`src/rtl/dyn_led_pkg.sv`:
```
// dyn_led_pkg: segment codes, digit type and scan FSM states shared by the scan controller.
package dyn_led_pkg;
  localparam logic [7:0] SEG_OFF = 8'h00;
  localparam logic [6:0] SEG_0 = 7'h3F;
  localparam logic [6:0] SEG_1 = 7'h06;
  localparam logic [6:0] SEG_2 = 7'h5B;
  localparam logic [6:0] SEG_3 = 7'h4F;
  localparam logic [6:0] SEG_4 = 7'h66;
  localparam logic [6:0] SEG_5 = 7'h6D;
  localparam logic [6:0] SEG_6 = 7'h7D;
  localparam logic [6:0] SEG_7 = 7'h07;
  localparam logic [6:0] SEG_8 = 7'h7F;
  localparam logic [6:0] SEG_9 = 7'h6F;
  localparam logic [6:0] SEG_A = 7'h77;
  localparam logic [6:0] SEG_B = 7'h7C;
  localparam logic [6:0] SEG_C = 7'h39;
  localparam logic [6:0] SEG_D = 7'h5E;
  localparam logic [6:0] SEG_E = 7'h79;
  localparam logic [6:0] SEG_F = 7'h71;
  typedef logic [4:0] digit_t;
  typedef enum logic {ST_BLANK, ST_SHOW} state_t;
endpackage

```
`src/rtl/dyn_led_hex7seg.sv`:
```
// hex7seg: combinational hex nibble to 7-segment (.gfedcba, active-high) lookup.
module hex7seg
  import dyn_led_pkg::*;
(
  input  logic [3:0] hex,
  output logic [6:0] seg
);
  always_comb begin
    case (hex)
      4'h0: seg = SEG_0;
      4'h1: seg = SEG_1;
      4'h2: seg = SEG_2;
      4'h3: seg = SEG_3;
      4'h4: seg = SEG_4;
      4'h5: seg = SEG_5;
      4'h6: seg = SEG_6;
      4'h7: seg = SEG_7;
      4'h8: seg = SEG_8;
      4'h9: seg = SEG_9;
      4'hA: seg = SEG_A;
      4'hB: seg = SEG_B;
      4'hC: seg = SEG_C;
      4'hD: seg = SEG_D;
      4'hE: seg = SEG_E;
      default: seg = SEG_F;
    endcase
  end
endmodule

```
`src/rtl/dyn_led_scan_ctrl.sv`:
```
// dyn_led_scan_ctrl: multiplexed seven-segment scanner with blanking gap and frame-synchronous shadow commit.
// Define DYN_SCAN_LZB_EN to dark leading zero digits (digit NUM_DIG-1 most significant).
module dyn_led_scan_ctrl
  import dyn_led_pkg::*;
#(
  parameter int NUM_DIG   = 8,
  parameter int SCAN_DIV  = 50000,
  parameter int BLANK_CYC = 500
)(
  input  logic               clk,
  input  logic               rst,
  input  logic               wrValid,
  output logic               wrReady,
  input  logic [2:0]         wrAddr,
  input  logic [4:0]         wrData,
  input  logic [NUM_DIG-1:0] digEn,
  output logic [7:0]         segOut,
  output logic [NUM_DIG-1:0] digOut,
  output logic               frameDone
);
  localparam int CW = $clog2(SCAN_DIV);
  localparam int IW = $clog2(NUM_DIG);
  localparam logic [CW-1:0] CNT_LAST = CW'(SCAN_DIV - 1);
  localparam logic [CW-1:0] BLK_LAST = CW'(BLANK_CYC - 1);
  localparam logic [IW-1:0] IDX_LAST = IW'(NUM_DIG - 1);
  state_t             state_q, state_d;
  logic [CW-1:0]      cnt_q, cnt_d;
  logic [IW-1:0]      idx_q, idx_d;
  digit_t             shadow_q [NUM_DIG];
  digit_t             shadow_d [NUM_DIG];
  digit_t             active_q [NUM_DIG];
  digit_t             active_d [NUM_DIG];
  logic [7:0]         seg_q, seg_d;
  logic [NUM_DIG-1:0] dig_q, dig_d;
  logic               done_q, done_d;
  logic               wrap, commit, wr_acc, show;
  digit_t             cur;
  logic [6:0]         cur_seg;
  assign wrap    = cnt_q == CNT_LAST;
  assign commit  = wrap && idx_q == IDX_LAST;
  assign wrReady = !rst && !commit;
  assign wr_acc  = wrValid && wrReady;
  assign cur     = active_q[idx_q];
  hex7seg u_dec (.hex(cur[3:0]), .seg(cur_seg));
`ifdef DYN_SCAN_LZB_EN
  logic [NUM_DIG-1:0] lz;
  always_comb begin
    lz = '0;
    lz[NUM_DIG-1] = active_q[NUM_DIG-1] == '0;
    for (int i = NUM_DIG - 2; i >= 0; i--) lz[i] = lz[i+1] && active_q[i] == '0;
  end
  assign show = state_q == ST_SHOW && digEn[idx_q] && (idx_q == '0 || !lz[idx_q]);
`else
  assign show = state_q == ST_SHOW && digEn[idx_q];
`endif
  always_comb begin
    cnt_d   = wrap ? '0 : cnt_q + 1'b1;
    idx_d   = wrap ? (idx_q == IDX_LAST ? '0 : idx_q + 1'b1) : idx_q;
    state_d = state_q == ST_BLANK ? (cnt_q == BLK_LAST ? ST_SHOW : ST_BLANK)
                                  : (wrap ? ST_BLANK : ST_SHOW);
    seg_d   = show ? {cur[4], cur_seg} : SEG_OFF;
    dig_d   = show ? ~(NUM_DIG'(1) << idx_q) : '1;
    done_d  = commit;
    for (int i = 0; i < NUM_DIG; i++) begin
      shadow_d[i] = (wr_acc && int'(wrAddr) == i) ? wrData : shadow_q[i];
      active_d[i] = commit ? shadow_q[i] : active_q[i];
    end
  end
  always_ff @(posedge clk) begin
    if (rst) begin
      state_q  <= ST_BLANK;
      cnt_q    <= '0;
      idx_q    <= '0;
      shadow_q <= '{default: '0};
      active_q <= '{default: '0};
      seg_q    <= SEG_OFF;
      dig_q    <= '1;
      done_q   <= 1'b0;
    end else begin
      state_q  <= state_d;
      cnt_q    <= cnt_d;
      idx_q    <= idx_d;
      shadow_q <= shadow_d;
      active_q <= active_d;
      seg_q    <= seg_d;
      dig_q    <= dig_d;
      done_q   <= done_d;
    end
  end
  assign segOut    = seg_q;
  assign digOut    = dig_q;
  assign frameDone = done_q;
endmodule

```
`config.mk`:
```
export PLATFORM = sky130hd
export DESIGN_NAME = dyn_led_scan_ctrl
export DESIGN_NICKNAME = d
export VERILOG_FILES = /design/src/rtl/dyn_led_pkg.sv /design/src/rtl/dyn_led_hex7seg.sv /design/src/rtl/dyn_led_scan_ctrl.sv
export SDC_FILE = /design/constraint.sdc
export NUM_CORES = 1
export LEC_CHECK = 0
export ABC_CLOCK_PERIOD_IN_PS = 2700
export CORE_MARGIN = 2
export CORE_UTILIZATION = 35
export CTS_BUF_LIST = sky130_fd_sc_hd__clkbuf_8
export CTS_CLUSTER_SIZE = 25
export DETAILED_ROUTE_END_ITERATION = 6
export SLEW_MARGIN = 20
export SYNTH_ARGS = -nofsm -noshare
export SYNTH_HDL_FRONTEND = slang
export SYNTH_SLANG_ARGS = --single-unit
export TNS_END_PERCENT = 10
```
`constraint.sdc`:
```
create_clock -name clk -period 2.7 [get_ports clk]
set_input_delay 0.27 -clock clk [delete_from_list [all_inputs] [get_ports clk]]
set_output_delay 0.27 -clock clk [all_outputs]
set_load 0.01 [all_outputs]
```
=== Word level (Yosys, flattened, before mapping) ===
Memory sizes are Yosys's and may differ from the RTL's. A register that Yosys moved wholly into a read port is not among the register bits.
Cells that the tools add are included.
W data, S select, Z words.

* ROM bits: 112
* Input port bits: 19
* Memories: 1
* Register bits after elaboration: 117

{| class="wikitable"
|+ Memory list
! memory !! depth !! bits a word !! read ports !! clocked after memory_dff !! write ports !! RTL line !! text
|-
| (name not given) || 16 || 7 || 1 || 1 || 0 || dyn_led_hex7seg.sv:9 || <nowiki>case (hex)</nowiki>
|}

* Reductions and logical operators: 17
* Bitwise logic cells: 3
* Add/sub/neg operators: 2
* Multiplexer cells: 9
* Shifts and indexed selects: 1
* Equality and inequality tests: 10
* $lt $le $gt $ge: 2

{| class="wikitable"
|+ Operators with widths
! operator !! number
|-
| $add A16 B1 Y16 const B || 1
|-
| $eq A16 B16 Y1 const B || 1
|-
| $eq A16 B9 Y1 const B || 1
|-
| $bmux W5 S3 || 1
|-
| $eq A3 B3 Y1 const B || 5
|-
| $logic_and A1 B1 Y1 || 12
|-
| $mux W5 || 2
|-
| $not A8 Y8 || 1
|-
| $shl A1 B3 Y8 const A || 1
|-
| $eq A3 B2 Y1 const B || 2
|-
| $ge A4 B4 Y1 const B || 1
|-
| $lt A3 B4 Y1 const B || 1
|-
| $mux W1 || 4
|-
| $not A3 Y4 || 1
|-
| $reduce_or A2 Y1 || 2
|-
| $add A3 B1 Y3 const B || 1
|-
| $bmux W1 S3 || 1
|-
| $eq A3 B1 Y1 const B || 1
|-
| $logic_not A3 Y1 || 1
|-
| $mux W3 || 1
|-
| $logic_not A1 Y1 || 2
|-
| $not A1 Y1 || 1
|}

=== Logic depth before layout (Yosys ltp) ===
* Depth after elaboration: 6
* Mapped depth: 10
* Gate-level depth less buffers: 8

=== Modules after synthesis ===
A second synthesis with hierarchy kept.

* Cells, all modules: 454
* Area total of the unflattened synthesis: 5039.8 sq um

{| class="wikitable"
|+ Modules (own cells, without submodules)
! module !! area each (sq um) !! instances !! cells an instance
|-
| dyn_led_scan_ctrl || 4752.1 || 1 || 421
|-
| hex7seg || 287.8 || 1 || 33
|}

=== Worst setup path after synthesis ===
No wires, ideal clock.

* Path type: flip-flop to flip-flop
* Start: register idx_q[0]
* End: register seg_q[3] (netlist: segOut[3])
* Required time: 2.609 ns
* Arrival time: 2.335 ns
* Stages on the path, launching flop included: 10
* Setup time: 0.091 ns
* Clock period less this slack: 2.426 ns
* Path slack: 0.274 ns
* Cells stage by stage: dfxtp_1 -> buf_2 -> buf_2 -> mux4_2 -> mux2i_1 -> inv_1 -> ha_1 -> nand3_1 -> a21oi_1 -> a311oi_1

* Longest elaborated chain between the ends: 5
* Elaborated cells on any way between the ends: 9

{| class="wikitable"
|+ RTL lines
! what !! RTL line !! text
|-
| start: declaration || dyn_led_scan_ctrl.sv:28 || <nowiki>logic [IW-1:0] idx_q, idx_d;</nowiki>
|-
| start signal: assignment || dyn_led_scan_ctrl.sv:82 || <nowiki>idx_q <= idx_d;</nowiki>
|-
| $bmux W1 S3 || dyn_led_scan_ctrl.sv:54 || <nowiki>assign show = state_q == ST_SHOW && digEn[idx_q];</nowiki>
|-
| $mux W1 (implied by the code) || dyn_led_scan_ctrl.sv:54 ||
|-
| $logic_and A1 B1 Y1 || dyn_led_scan_ctrl.sv:54 ||
|-
| $not A1 Y1 (no line) || - ||
|-
| $reduce_or A2 Y1 (no line) || - ||
|-
| end: declaration || dyn_led_scan_ctrl.sv:33 || <nowiki>logic [7:0] seg_q, seg_d;</nowiki>
|}

Several ways; a longest one is shown, not always the timed one. The select of a mux whose other input is x is not followed.
A chain may end at the register's enable or synchronous reset.

=== Final worst setup path ===
* Start: register cnt_q[4]
* End: output wrReady

* Longest elaborated chain between the ends: 4

{| class="wikitable"
|+ RTL lines
! what !! RTL line !! text
|-
| start: declaration || dyn_led_scan_ctrl.sv:27 || <nowiki>logic [CW-1:0] cnt_q, cnt_d;</nowiki>
|-
| start signal: assignment || dyn_led_scan_ctrl.sv:81 || <nowiki>cnt_q <= cnt_d;</nowiki>
|-
| $eq A16 B16 Y1 || dyn_led_scan_ctrl.sv:39 || <nowiki>assign wrap = cnt_q == CNT_LAST;</nowiki>
|-
| $logic_and A1 B1 Y1 || dyn_led_scan_ctrl.sv:40 || <nowiki>assign commit = wrap && idx_q == IDX_LAST;</nowiki>
|-
| $logic_not A1 Y1 || dyn_led_scan_ctrl.sv:41 || <nowiki>assign wrReady = !rst && !commit;</nowiki>
|-
| $logic_and A1 B1 Y1 || dyn_led_scan_ctrl.sv:41 ||
|-
| end: declaration || dyn_led_scan_ctrl.sv:13 || <nowiki>output logic wrReady,</nowiki>
|}

Every way passes these cells.

==> reports/metrics.csv <==
stage;metric;value;unit
outcome;outcome;complete, no violations;
die;Ports;37;
synthesis;cells after synthesis;447;
timing;relative max-transition margin;0.454;
clock_network;clock buffer depth;2;
worst_setup_path;Worst setup EP type;output pin;
synthesis;post-synth top area cell;dfxtp_1;
worst_setup_path;worst-case reg-to-reg path depth;8;
worst_setup_path;Worst Path Max Fanout;7;
worst_setup_path;Setup CP Type;flip-flop to output pin;
die;Die Y;121;um
run;maxcap violations;0;
timing;Slew Limit Fails;0;
timing;Fin Setup TNS;0;ns
synthesis;synth warn;0;
worst_setup_path;FF-to-FF Start;idx_q[0];
global_routing;total track usage;0.151;
global_routing;GR Util met3;0.0512;
die;Initial Utilization;0.360;
timing;final hold vios;0;
layout;Area Growth Syn to Fin;20.9;%
synthesis;most common cell in the synthesized netlist;dfxtp_1;
place;hpwl dp;7200;um
layout;# diodes;0;
route;drt pass-1 iters;4;
synthesis;#FFs+latches synth;117;
worst_setup_path;WP depth;4;
synthesis;Yosys top cell area share;0.487;
route;DRC viols;0;
pwr;LEAKAGE;2.13;nW
layout;fraction of layout cells with a size suffix above 1;0.151;
global_routing;antenna violations before repair;0;
place;port buffer count;36;
worst_setup_path;Buf/Inv on CP;1;
die;CORE AREA;0.0133;mm^2
route;antenna viol nets, final;0;
synthesis;Mean Syn Cell Area;10.8;um^2
timing;final worst setup slack;0.354;ns
synthesis;largest cells by area after synthesis;dfxtp_1 (49%), mux2i_1 (9.2%), a22o_1 (7.5%), nor2_1 (5.0%), mux4_2 (4.7%);
synthesis;adder-cell share of the synthesized area;0.0364;
synthesis;mapped cell area;0.00481;mm^2
global_routing;GR Layer Usage met2;0.245;
clock_network;clock sinks;117;
synthesis;syn nets;480;
route;Via Count;3392;
global_routing;global route total overflow;0;
synthesis;synth unique cells;48;
timing;Final setup violation count;0;
global_routing;via count of the first global-routing pass;3369;
route;WL final;10400;um
die;die width;121;um
worst_setup_path;reg2reg end;segOut[6];
die;num rows;42;
pwr;Cell Pwr Density;592;mW/mm^2
route;number of vias per cell;5.00;
clock_network;CTS root buf;clkbuf_8;
synthesis;async set-reset flop share out of synthesis;0;
clock_network;total CTS buffers;17;
layout;Net count, final;523;
synthesis;post-synthesis mux area share;0.148;
clock_network;Post-CTS Hold Fix Bufs;0;
route;initial drt markers;175;
place;RD Place Congestion;0.830;
synthesis;Synth Area in Compound Gates;0.140;
clock_network;clk slew on worst S/H paths;0.07;ns
timing;final setup skew;0.0150;ns
global_routing;global route hottest layer;met2;
worst_setup_path;Worst EP required;2.43;ns
layout;fillcell total;1273;
worst_setup_path;CP startpoint kind;flip-flop;
synthesis;Post-Synth XOR/XNOR Area;0.0218;
global_routing;largest net degree at the start of global routing;42;
synthesis;largest family of logic cells by synthesized area;multiplexers;
pwr;peak supply drop;277;uV
worst_setup_path;Arr. time, crit path;2.08;ns
clock_network;CTS tree;built;
timing;worst slew pin tran;0.817;ns
worst_setup_path;Critical Path Sink;wrReady;
clock_network;worst-skew pair later-pin latency;0.43;ns
global_routing;M1 GR Usage;0.185;
synthesis;EDFF count, synth;0;
worst_setup_path;Critical Path Max Stage Delay;0.61;ns
die;die footprint;0.0147;mm^2
hold_path;Hold/Removal Path Class;flip-flop to flip-flop;
synthesis;Post-synth top cells;dfxtp_1 (117), nor2_1 (64), mux2i_1 (44), a22o_1 (41), nand2_1 (23);
place;dpl ws;0.305;ns
worst_setup_path;worst setup path startpoint;cnt_q[4];
worst_setup_path;critical path cell sequence;or4bb_4 > nor4_4 > a21oi_4 > dlymetal6s2s_1;
synthesis;register area share after synthesis;0.487;
worst_setup_path;slowest CP cell;or4bb_4;
synthesis;ys flop type;dfxtp_1;
global_routing;first-pass GRT wire length;17000;um
timing;min Tclk post-route;2.35;ns
route;WL/cell;15.3;um
synthesis;Synth Area in Simple Gates;0.131;
timing;RSZ-0062 raised after global routing;no;
timing;fin crit share;0.869;
clock_network;htree depth;4;
worst_setup_path;kind of cell adding the most delay to the critical path;simple AND/OR/NAND/NOR gates;
worst_setup_path;worst reg2reg setup slack;0.38;ns
timing;Max Fclk;426;MHz
==> flip-flops by register name (all words and copies together), names as in the netlist <==
name,cells
digOut,8
segOut,8
frameDone,1
idx_q,3
active_q,40
shadow_q,40
cnt_q,16
state_q,1
==> metrics by stage <==
stage / hold slack [ns] / util / instance area (um^2) / cells / power [mW]
floorplan: 0.426 / - / 4810 / 447 / 1.84
CTS: 0.465 / 0.434 / 5790 / 678 / 3.48
finish: 0.464 / 0.436 / 5810 / 679 / 3.44
detailed placement: 0.449 / 0.404 / 5390 / 646 / 1.90
global route: 0.476 / 0.436 / 5810 / 679 / 3.58
global placement: 0.443 / 0.404 / 5390 / 646 / 1.89
==> kinds of logic after synthesis <==
kind of cell               count (synthesis)
and+or+nand+nor                          129
buffers and inverters                     39
adders and majority gates                 14
xor gates and xnor gates                  12
muxes                                     58
DFF                                      117
AOI/OAI and AO/OA                         78
==> where the power goes <==
part	switching (mW)	total [mW]	internal [mW]	leakage (nW)
registers	0.00730	1.74	1.74	0.944
logic	0.0640	0.113	0.0491	0.989
clock network	0.736	1.59	0.850	0.198
==> metal layers <==
| layer | part of all wire | wire length, um |
|---|---|---|
| met2 | 0.47 | 4840 |
| met1 | 0.47 | 4850 |
| met3 | 0.055 | 569 |
| met4 | 0.015 | 153 |
| met5 | 0 | 0 |
==> what timing repair did <==
| item | CTS | global route |
|---|---|---|
| buffers inserted | 0 | 1 |
| pin swaps | 0 | 1 |
| resized for setup | 1 | 4 |
| hold endpoints to repair | 0 | 0 |
| endpoints found under the setup margin | 1 | 1 |
==> worst register-to-register path: stages, from the launching register on <==
cell	delay (ns)
dfxtp_1	0.56
mux4_2	0.58
nand2_1	0.08
and2_1	0.21
inv_1	0.11
ha_1	0.24
nand3_1	0.12
nand2_1	0.07
a221oi_1	0.26
==> how the worst min path moves through the flow <==
stage	from	end	slack, ns	cells after the start
after global placement	cnt_q[0]	cnt_q[0]	0.44	1
final	cnt_q[0]	cnt_q[0]	0.46	1
after floorplan	cnt_q[0]	cnt_q[0]	0.43	1
after global routing	shadow_q[21]	active_q[21]	0.48	1
after detailed placement	cnt_q[0]	cnt_q[0]	0.45	1
after CTS	cnt_q[0]	cnt_q[0]	0.46	1
==> area by class of cell <==
class	instances	area, um^2	share of cell area
timing repair buffer	51	488	0.0839
sequential	117	2340	0.403
clock inverter	14	149	0.0256
tap	176	220	0.0379
inverter	12	45.0	0.00775
clock buffer	18	248	0.0426
multi-input combinational	291	2320	0.399
==> layout by cell type, fill, tap and decap left out, types with 2 or more instances in the layout <==
master / count
mux2_2: 4
a221oi_1: 2
clkinv_4: 2
nand3b_1: 2
and4_1: 2
xnor2_1: 5
inv_1: 12
clkinvlp_4: 3
a22o_1: 41
nand4_1: 5
or3_1: 2
mux4_2: 10
a21oi_1: 7
nor4_1: 2
bufinv_16: 2
a211oi_4: 4
dfxtp_1: 116
clkinv_2: 2
nor2_1: 63
mux2i_1: 44
clkdlybuf4s50_1: 35
inv_6: 4
nor4_4: 2
nand2_1: 23
nand3_1: 9
nor3_1: 2
a211oi_1: 3
nand2b_1: 4
clkbuf_8: 18
o22a_1: 2
a311oi_1: 3
o21ai_0: 7
buf_4: 14
ha_1: 14
a211oi_2: 3
and2_1: 2
nand4bb_1: 2
nor2b_1: 2
xor2_1: 7
(Power assumes the default switching activity.)
